File: src/rtl/cordic_sched_pkg.sv
// Shared definitions for the CORDIC rotation scheduler: default geometry,
// requester-id width helper and the tag carried alongside each job.
package cordic_sched_pkg;

  localparam int DEF_NREQ    = 4;
  localparam int DEF_W       = 32;
  localparam int DEF_ANG_W   = 16;
  localparam int DEF_LATENCY = 14;
  localparam int DEF_MAX_OUT = 4;

  // Largest supported requester count and the id width that covers it.
  // The tag is sized for the maximum so one type serves every NREQ.
  localparam int MAX_NREQ = 8;
  localparam int TAG_ID_W = 3;

  // Bits needed to name one of n requesters (never less than one bit).
  function automatic int id_width(input int n);
    return (n <= 2) ? 1 : $clog2(n);
  endfunction

  // One entry of the tag shift register: marks a live job and its owner.
  typedef struct packed {
    logic                valid;
    logic [TAG_ID_W-1:0] id;
  } tag_t;

endpackage

File: src/rtl/cordic_rot_scheduler_rr_arbiter.sv
// Round-robin arbiter: picks the first eligible requester at or after the
// rotating pointer; the pointer moves past the winner only when a grant occurs.
module rr_arbiter
  import cordic_sched_pkg::*;
#(
  parameter int NREQ = DEF_NREQ,
  parameter int ID_W = id_width(NREQ)
) (
  input  logic            clk,
  input  logic            rst,
  input  logic [NREQ-1:0] elig,
  output logic [NREQ-1:0] grant,
  output logic [ID_W-1:0] grant_id,
  output logic            grant_any
);

  logic [ID_W-1:0] ptr_reg;
  // One extra bit so ptr + offset cannot overflow before the wrap.
  logic [ID_W:0]   idx;

  // Search from ptr upward; scanning offsets high-to-low leaves the nearest
  // eligible requester as the final (winning) assignment.
  always_comb begin
    grant     = '0;
    grant_id  = '0;
    grant_any = 1'b0;
    idx       = '0;
    for (int k = NREQ - 1; k >= 0; k--) begin
      idx = {1'b0, ptr_reg} + (ID_W + 1)'(k);
      if (idx >= (ID_W + 1)'(NREQ)) begin
        idx = idx - (ID_W + 1)'(NREQ);
      end
      if (elig[idx[ID_W-1:0]]) begin
        grant_id  = idx[ID_W-1:0];
        grant_any = 1'b1;
      end
    end
    if (grant_any) begin
      grant[grant_id] = 1'b1;
    end
  end

  // Advance the pointer to the requester after the winner (mod NREQ).
  always_ff @(posedge clk or posedge rst) begin
    if (rst) begin
      ptr_reg <= '0;
    end else if (grant_any) begin
      ptr_reg <= (grant_id == ID_W'(NREQ - 1)) ? '0 : grant_id + 1'b1;
    end
  end

endmodule

File: src/rtl/cordic_rot_scheduler.sv
// Shares one fixed-latency CORDIC rotation datapath among NREQ requesters.
// Jobs are granted round-robin (one per cycle), registered out to the
// datapath, tracked by a LATENCY-deep tag pipe and returned with the owner id.
// Per-requester credits cap the number of outstanding jobs at MAX_OUT.
module cordic_rot_scheduler
  import cordic_sched_pkg::*;
#(
  parameter int  NREQ    = DEF_NREQ,
  parameter int  W       = DEF_W,
  parameter int  ANG_W   = DEF_ANG_W,
  parameter int  LATENCY = DEF_LATENCY,
  parameter int  MAX_OUT = DEF_MAX_OUT,
  localparam int ID_W    = id_width(NREQ)
) (
  input  logic              clk,
  input  logic              rst,
  input  logic              sched_en,
  input  logic [NREQ-1:0]   req_valid,
  output logic [NREQ-1:0]   req_ready,
  input  logic [NREQ*W-1:0] req_a,
  input  logic [NREQ*W-1:0] req_b,
  input  logic [NREQ*W-1:0] req_p,
  input  logic [NREQ*W-1:0] req_q,
  output logic              pipe_valid_o,
  output logic [W-1:0]      pipe_a,
  output logic [W-1:0]      pipe_b,
  output logic [W-1:0]      pipe_p,
  output logic [W-1:0]      pipe_q,
  input  logic [W-1:0]      pipe_pf_i,
  input  logic [W-1:0]      pipe_qf_i,
  input  logic [ANG_W-1:0]  pipe_angle_i,
  output logic              rsp_valid,
  output logic [ID_W-1:0]   rsp_id,
  output logic [W-1:0]      rsp_pf,
  output logic [W-1:0]      rsp_qf,
  output logic [ANG_W-1:0]  rsp_angle,
  output logic              busy
);

  localparam int CRED_W = $clog2(MAX_OUT + 1);

  logic [NREQ-1:0]    credit_ok;
  logic [NREQ-1:0]    elig;
  logic [NREQ-1:0]    grant;
  logic [ID_W-1:0]    grant_id;
  logic               grant_any;

  logic [ID_W-1:0]    pipe_id_reg;
  tag_t               tag_in;
  tag_t               tag_out;
  tag_t               tag_reg [LATENCY];
  logic [LATENCY-1:0] tag_valid;
  logic               unused_tag_id_hi;

  // ------------------------------------------------------------------
  // Arbitration. Reset also masks eligibility so req_ready reads zero
  // while rst is held, even though it is otherwise combinational.
  // ------------------------------------------------------------------
  assign elig      = req_valid & credit_ok & {NREQ{sched_en & ~rst}};
  assign req_ready = grant;

  rr_arbiter #(
    .NREQ (NREQ),
    .ID_W (ID_W)
  ) u_arb (
    .clk       (clk),
    .rst       (rst),
    .elig      (elig),
    .grant     (grant),
    .grant_id  (grant_id),
    .grant_any (grant_any)
  );

  // ------------------------------------------------------------------
  // Issue register: the granted operands reach the datapath the cycle
  // after the handshake; operands hold their last value when idle.
  // ------------------------------------------------------------------
  // Capture the winner's operand slice and id on every grant.
  always_ff @(posedge clk or posedge rst) begin
    if (rst) begin
      pipe_valid_o <= 1'b0;
      pipe_a       <= '0;
      pipe_b       <= '0;
      pipe_p       <= '0;
      pipe_q       <= '0;
      pipe_id_reg  <= '0;
    end else begin
      pipe_valid_o <= grant_any;
      if (grant_any) begin
        pipe_a      <= req_a[int'(grant_id) * W +: W];
        pipe_b      <= req_b[int'(grant_id) * W +: W];
        pipe_p      <= req_p[int'(grant_id) * W +: W];
        pipe_q      <= req_q[int'(grant_id) * W +: W];
        pipe_id_reg <= grant_id;
      end
    end
  end

  // ------------------------------------------------------------------
  // Tag pipe: follows the issue register, so its last stage lines up
  // with the datapath result that arrives LATENCY cycles after issue.
  // ------------------------------------------------------------------
  assign tag_in.valid = pipe_valid_o;
  assign tag_in.id    = TAG_ID_W'(pipe_id_reg);
  assign tag_out      = tag_reg[LATENCY-1];

  // Upper id bits of the shared tag type are zero for small NREQ.
  assign unused_tag_id_hi = ^tag_out.id;

  // Shift tags one stage per cycle; reset drops every in-flight job.
  always_ff @(posedge clk or posedge rst) begin
    if (rst) begin
      for (int s = 0; s < LATENCY; s++) begin
        tag_reg[s] <= '0;
      end
    end else begin
      tag_reg[0] <= tag_in;
      for (int s = 1; s < LATENCY; s++) begin
        tag_reg[s] <= tag_reg[s-1];
      end
    end
  end

  genvar gi;
  generate
    for (gi = 0; gi < LATENCY; gi++) begin : g_tag_valid
      assign tag_valid[gi] = tag_reg[gi].valid;
    end
  endgenerate

  // ------------------------------------------------------------------
  // Response register: results are only taken when a live tag is at the
  // end of the pipe, so stale datapath output after a reset is ignored.
  // ------------------------------------------------------------------
  // Register the datapath result together with its owner id.
  always_ff @(posedge clk or posedge rst) begin
    if (rst) begin
      rsp_valid <= 1'b0;
      rsp_id    <= '0;
      rsp_pf    <= '0;
      rsp_qf    <= '0;
      rsp_angle <= '0;
    end else begin
      rsp_valid <= tag_out.valid;
      if (tag_out.valid) begin
        rsp_id    <= tag_out.id[ID_W-1:0];
        rsp_pf    <= pipe_pf_i;
        rsp_qf    <= pipe_qf_i;
        rsp_angle <= pipe_angle_i;
      end
    end
  end

  // ------------------------------------------------------------------
  // Credits: jobs granted but not yet answered, one counter per requester.
  // The decrement uses the registered response, so a freed slot becomes
  // grantable the cycle after rsp_valid.
  // ------------------------------------------------------------------
  generate
    for (gi = 0; gi < NREQ; gi++) begin : g_credit
      logic [CRED_W-1:0] credit_reg;
      logic              credit_inc;
      logic              credit_dec;

      assign credit_inc    = grant[gi];
      assign credit_dec    = rsp_valid && (rsp_id == ID_W'(gi));
      assign credit_ok[gi] = (credit_reg < CRED_W'(MAX_OUT));

      // Count up on grant, down on response; both together cancel out.
      always_ff @(posedge clk or posedge rst) begin
        if (rst) begin
          credit_reg <= '0;
        end else begin
          assert (!(credit_inc && !credit_dec && credit_reg >= CRED_W'(MAX_OUT)));
          assert (!(credit_dec && !credit_inc && credit_reg == '0));
          if (credit_inc && !credit_dec) begin
            credit_reg <= credit_reg + 1'b1;
          end else if (credit_dec && !credit_inc) begin
            credit_reg <= credit_reg - 1'b1;
          end
        end
      end
    end
  endgenerate

  assign busy = (|tag_valid) | rsp_valid | pipe_valid_o;

endmodule

File: config.mk
export PLATFORM = sky130hd
export DESIGN_NAME = cordic_rot_scheduler
export DESIGN_NICKNAME = d
export VERILOG_FILES = /design/src/rtl/cordic_sched_pkg.sv /design/src/rtl/cordic_rot_scheduler_rr_arbiter.sv /design/src/rtl/cordic_rot_scheduler.sv
export SDC_FILE = /design/constraint.sdc
export NUM_CORES = 1
export LEC_CHECK = 0
export ABC_CLOCK_PERIOD_IN_PS = 11420
export CAP_MARGIN = 25
export CORE_AREA = 2 2 315 317
export DETAILED_ROUTE_END_ITERATION = 8
export DIE_AREA = 0 0 317 319
export SYNTH_ARGS = -nofsm -noshare
export SYNTH_HDL_FRONTEND = slang
export SYNTH_SLANG_ARGS = --single-unit
File: constraint.sdc
create_clock -name clk -period 11.42 [get_ports clk]
set_clock_uncertainty 0.1 [all_clocks]
set_input_delay 3.426 -clock clk [delete_from_list [all_inputs] [get_ports clk]]
set_output_delay 3.426 -clock clk [all_outputs]
set_load 0.02 [all_outputs]
==> flow_metrics.env, run 1 <==
export IMPL_antenna_found_initial=6
export IMPL_power_switching_mw=1.67
export IMPL_n_antenna_cell=0
export IMPL_routed_wl_um=63300
export IMPL_max_cap_viol_count=0
export IMPL_fin_crit_sh_pct=83.6
export IMPL_clk_pin_slew_ps=60
export IMPL_avgSynthCellArea_um2=12.3
export IMPL_detail_route_antenna_nets=0
export IMPL_setup_ws_ps=1880
export IMPL_yosysMostFrequentCell="dfrtp_1"
export IMPL_worst_hold_slack_ps=239
export IMPL_critPathCaptureType="output port"
export IMPL_path_class="in -> out"
export IMPL_ys_top_cells_by_area="dfrtp_1 54%, mux2i_1 10%, mux2_2 7.8%"
export IMPL_post_cts_buffers=0
export IMPL_max_freq_ghz=0.105
export IMPL_slew_limit_headroom_pct=36.3
export IMPL_max_stage_delay_ps=760
export IMPL_path_max_fanout=10
export IMPL_start_util_pct=12.7
export IMPL_synth_nets=1623
export IMPL_cts_buffers=37
export IMPL_ff2ff_path_depth=7
export IMPL_largest_reg_flops=39
export IMPL_root_buffer="clkbuf_16"
export IMPL_drtIter0Drc=983
export IMPL_synth_top_area_share_pct=54.2
export IMPL_synth_cell_type_count=40
export IMPL_multiInputGateArea_mm2=0.00531
export IMPL_grt_pass1_vias=12652
export IMPL_cp_cell_sequence="clkdlybuf4s50_1 -> nand4bb_2 -> mux2i_1 -> a221o_4 -> nor2_1 -> clkdlybuf4s50_1"
export IMPL_tns_ps=0
export IMPL_grt_start_max_net_pins=130
export IMPL_cpMostUsedCell="clkdlybuf4s50_1"
export IMPL_worstSkewPairLatency_ps=580
export IMPL_ys_seq_area_share_pct=54.2
export IMPL_worstHoldPathCells=0
export IMPL_status="finished clean"
export IMPL_startpoint_type="input port"
export IMPL_required_ps=7890
export IMPL_grt_util_all_layers_pct=11.8
export IMPL_synth_edff_count=0
export IMPL_synth_common_cells="270 x dfrtp_1, 129 x mux2i_1, 86 x mux2_2"
export IMPL_finalSetupViolCount=0
export IMPL_h_tree_depth=2
export IMPL_fin_nets=2401
export IMPL_cts_sinks=270
export IMPL_pwr_share_comb_pct=41.0
export IMPL_ys_warn_count=0
export IMPL_post_drt_wl_per_cell_um=20.4
export IMPL_dr_pass1_iters=7
export IMPL_die_h_um=319
export IMPL_core_area_mm2=0.0977
export IMPL_drc=0
export IMPL_chipWidth_um=317
export IMPL_finalMaxSlewViolations=0
export IMPL_synth_top_cell_by_area="dfrtp_1"
export IMPL_clkPwrFrac_pct=26.1
export IMPL_rsz0062_at_grt="no"
export IMPL_dieArea_mm2=0.101
export IMPL_areaGrowthSynthToFinish_pct=87.5
export IMPL_fillers=10412
export IMPL_syn_area_mm2=0.0125
export IMPL_p_seq_share_pct=32.9
export IMPL_p_sw_share_pct=35.1
export IMPL_port_buffers=815
export IMPL_p_int_mw=3.09
export IMPL_vias=12339
export IMPL_cts_buffer_depth=3
export IMPL_worstMarginPinSlew_ps=955
export IMPL_io_pins=816
export IMPL_p_total_mw=4.76
export IMPL_power_density_mw_per_mm2=204
export IMPL_finalHoldViolations=0
export IMPL_rows=115
export IMPL_worst_path_max_delay_cell="clkdlybuf4s50_1"
export IMPL_grt_pass1_wl_um=87200
export IMPL_hold_buffers=0
export IMPL_drive_gt1_share_pct=9.82
export IMPL_cts_tree="built"
export IMPL_fin_util_pct=23.9
export IMPL_seq_area_mm2=0.00676
export IMPL_ys_ff_latch=270
export IMPL_synthCells=1016
export IMPL_ctsResizeCount=0
export IMPL_place_congestion=0.847
export IMPL_dpl_hpwl_um=47200
export IMPL_p_leak_nw=9.60
export IMPL_hold_class="reg -> reg"
export IMPL_period_minus_slack_ps=9540
export IMPL_place_ws_ps=1870
export IMPL_grt_overflow_total=0
export IMPL_vias_per_cell=3.97
export IMPL_ys_flop_type="dfrtp_1"
export IMPL_async_reset_ff_share_pct=100
export IMPL_vdd_drop_max_mv=0.0859
export IMPL_cp_arrival_ps=6020
## critical path, delay by kind of cell
kind | cells | cell delay [ps]
buf+inv | 2 | 1410
compound gates | 1 | 540
simple gates | 2 | 520
mux | 1 | 110
## metrics by stage
step | std cells | cell area, um^2
floorplan | 1016 | 12500
global placement | 3041 | 22000
detailed placement | 3041 | 22000
CTS | 3108 | 23300
global route | 3109 | 23300
finish | 3109 | 23300
## cell usage in the layout (no fill, tap or decap), types with 7 or more instances in the layout
cell type,count
o21ai_0,80
mux2_2,86
clkbuf_8,7
nor2_1,58
buf_4,11
clkdlybuf4s50_1,815
o22ai_1,52
clkinv_2,7
xor2_1,8
clkbuf_16,37
a221oi_1,52
o21ai_1,52
a222oi_1,76
mux2i_1,129
dfrtp_1,269
## power by group through the flow
stage	sequential [mW]	clock [mW]	combinational, mW
detailed placement	1.58	0	1.96
global route	1.61	1.33	2.07
global placement	1.57	0	1.95
finish	1.57	1.24	1.95
floorplan	1.90	0	0.518
CTS	1.57	1.30	1.97
## path summary, 6_finish.rpt
path / startpoint / slack [ps] / to
min reg2reg: tag_reg[48]$_DFF_PP0_ / 240 / tag_reg[44]$_DFF_PP0_
max reg2reg: g_credit[2].credit_reg[2]$_DFFE_PP0P_ / 7870 / pipe_b[6]$_DFFE_PP0P_
max: rst / 1880 / req_ready[1]
min: tag_reg[48]$_DFF_PP0_ / 240 / tag_reg[44]$_DFF_PP0_
max in group asynchronous: rst / 6370 / pipe_b[28]$_DFFE_PP0P_
min in group asynchronous: rst / 3500 / g_credit[1].credit_reg[2]$_DFFE_PP0P_
## layer usage
layer | wire (um) | vias up | global-route usage (%)
met4 | 2050 | 4 | 4.21
met1 | 24900 | 6063 | 13.7
met3 | 6130 | 91 | 4.10
li1 | - | 5541 | -
met2 | 30100 | 640 | 19.8
met5 | 23 | - | 0
## cells by family after synthesis
group	count (synthesis)	synth area share [%]
AO/OA/AOI/OAI	324	18.4
XOR/XNOR	12	0.844
adder cells (fa/ha/maj)	8	1.04
buffers and inverters	99	3.60
flip-flops	270	54.2
multiplexers	215	18.1
AND/OR/NAND/NOR	88	3.77
## cell type report
type	count	share of cell area [%]
clock inverters	19	1.13
inverters	8	0.166
clock buffers	48	4.44
flip-flops and latches	270	29.0
well taps	1287	6.90
repair buffers	830	35.7
multi-input cells	647	22.7
Power figures use the tool's default switching activity.
==> inputs of run 2 (changes only) <==
Settings changed: ABC_CLOCK_PERIOD_IN_PS 11420 to 8100.
Clock period 11.42 ns to 8.1 ns, I/O delays scaled along.
==> run 2 against run 1 <==
  * Design area increased by 0.13%
  * Register-to-register slack worse by 3100 ps
  * Global-route usage grew 1.1 points
  * Core utilization about the same
  * Critical endpoint is now req_ready[0]
  * Largest cell class unchanged
==> flow_metrics.env, run 2 (synthesis results as in run 1) <==
export IMPL_vias_per_cell=4.04
export IMPL_cts_buffers=39
export IMPL_cp_arrival_ps=4930
export IMPL_power_switching_mw=2.43
export IMPL_post_cts_buffers=0
export IMPL_power_density_mw_per_mm2=291
export IMPL_rows=115
export IMPL_fin_crit_sh_pct=92.0
export IMPL_max_cap_viol_count=0
export IMPL_wl_met1_um=26100
export IMPL_worstSkewPairLatency_ps=590
export IMPL_critPathCaptureType="output port"
export IMPL_fin_nets=2401
export IMPL_p_seq_share_pct=32.6
export IMPL_finalHoldViolations=0
export IMPL_finalSetupViolCount=0
export IMPL_highest_layer="met5"
export IMPL_root_buffer="clkbuf_16"
export IMPL_hold_buffers=0
export IMPL_setup_ws_ps=645
export IMPL_worstMarginPinSlew_ps=1000
export IMPL_io_pins=816
export IMPL_chipWidth_um=317
export IMPL_vias=12557
export IMPL_vdd_drop_max_mv=0.125
export IMPL_max_freq_ghz=0.134
export IMPL_rsz0062_at_grt="no"
export IMPL_routed_wl_um=68800
export IMPL_dpl_hpwl_um=51100
export IMPL_cp_top_family="buffers and inverters"
export IMPL_p_leak_nw=9.60
export IMPL_grt_overflow_total=0
export IMPL_cts_tree="built"
export IMPL_core_area_mm2=0.0977
export IMPL_drive_gt1_share_pct=9.40
export IMPL_start_util_pct=12.7
export IMPL_worst_path_max_delay_cell="clkdlybuf4s50_1"
export IMPL_h_tree_depth=2
export IMPL_r2r_slack_ps=4750
export IMPL_areaGrowthSynthToFinish_pct=87.7
export IMPL_grt_start_max_net_pins=144
export IMPL_dieArea_mm2=0.101
export IMPL_grt_pass1_vias=12908
export IMPL_detail_route_antenna_nets=0
export IMPL_grt_util_all_layers_pct=12.9
export IMPL_instances_no_fill=3110
export IMPL_largest_reg_flops=39
export IMPL_finalMaxSlewViolations=0
export IMPL_path_class="in -> out"
export IMPL_status="finished clean"
export IMPL_p_int_mw=4.38
export IMPL_crit_buf_inv=2
export IMPL_drtIter0Drc=1013
export IMPL_layout_commonest_cell="clkdlybuf4s50_1"
export IMPL_dr_wl_met2_um=33400
export IMPL_fin_util_pct=23.9
export IMPL_period_minus_slack_ps=7460
export IMPL_port_buffers=815
export IMPL_required_ps=5570
export IMPL_clk_pin_slew_ps=50
export IMPL_grt_pass1_wl_um=94100
export IMPL_cpMostUsedCell="clkdlybuf4s50_1"
export IMPL_place_ws_ps=606
export IMPL_cts_sinks=270
export IMPL_hold_class="reg -> reg"
export IMPL_layout_cells_most_common_list="815 x clkdlybuf4s50_1, 269 x dfrtp_1, 129 x mux2i_1, 86 x mux2_2, 80 x o21ai_0"
export IMPL_startpoint_type="input port"
export IMPL_clkPwrFrac_pct=25.9
export IMPL_drc=0
export IMPL_path_max_fanout=10
export IMPL_p_total_mw=6.81
export IMPL_cp_cell_sequence="clkdlybuf4s50_1 -> nand4bb_1 -> o21ai_0 -> a22o_4 -> nor2b_1 -> clkdlybuf4s50_1"
export IMPL_dp_cells=3039
export IMPL_antenna_found_initial=14
export IMPL_routed_wl_met3_um=6910
export IMPL_p_sw_share_pct=35.7
export IMPL_pwr_share_comb_pct=41.5
export IMPL_place_congestion=0.881
export IMPL_slew_limit_headroom_pct=33.2
export IMPL_tns_ps=0
export IMPL_ctsResizeCount=0
export IMPL_dr_pass1_iters=7
export IMPL_cts_buffer_depth=3
export IMPL_post_drt_wl_per_cell_um=22.1
export IMPL_die_h_um=319
export IMPL_max_stage_delay_ps=690
==> run 2: cell count changes in the layout (fill, tap and decap cells not counted), sizes merged <==
cell	before	now
diode	0	4
clkinvlp	4	2
clkbuf	48	56
clkinv	9	5
bufinv	4	3
buf	15	13
inv	10	8
==> run 2: layout make-up <==
type | count | area, um^2
fillers | 10488 | 74300
repair buffers | 828 | 8350
flip-flops and latches | 270 | 6760
multi-input cells | 647 | 5310
well taps | 1287 | 1610
clock buffers | 56 | 1120
clock inverters | 10 | 183
inverters | 8 | 35.0
diodes | 4 | 10.0
==> run 2: routing by layer <==
layer / vias up / GRT usage (%)
met2: 662 / 21.8
met3: 110 / 4.59
met4: 16 / 4.82
li1: 5551 / -
met5: - / 0
met1: 6218 / 14.7
==> run 2: final timing paths <==
path,startpoint,to,depth (start not counted)
max in group asynchronous,rst,pipe_a[1]$_DFFE_PP0P_,3
min in group asynchronous,rst,rsp_pf[13]$_DFFE_PP0P_,2
hold / removal,tag_reg[29]$_DFF_PP0_,tag_reg[25]$_DFF_PP0_,0
setup reg to reg,g_credit[2].credit_reg[2]$_DFFE_PP0P_,pipe_b[15]$_DFFE_PP0P_,7
setup / recovery,rst,req_ready[0],6
hold reg to reg,tag_reg[29]$_DFF_PP0_,tag_reg[25]$_DFF_PP0_,0
==> run 2: metrics by stage <==
stage	hold slack [ps]	cell area, um^2
after global placement	232	22000
after detailed placement	235	22000
final	227	23400
after CTS	230	23300
after global routing	248	23400
after floorplan	231	12500
==> run 2: worst reg2reg max path, cell delays in order, from the launching register on <==
cell and delay, ps:
dfrtp_1 410, nand4bb_2 320, mux2i_1 260, a221o_4 230, buf_12 470, buf_4 850
mux2i_1 420, o21ai_0 120
==> run 2: power groups by stage <==
stage / Sequential, mW / Clock, mW / Combinational [mW]
final: 2.22 / 1.77 / 2.83
after global routing: 2.28 / 1.90 / 2.99
after CTS: 2.22 / 1.85 / 2.87
after detailed placement: 2.23 / 0 / 2.85
after global placement: 2.22 / 0 / 2.85
after floorplan: 2.67 / 0 / 0.730
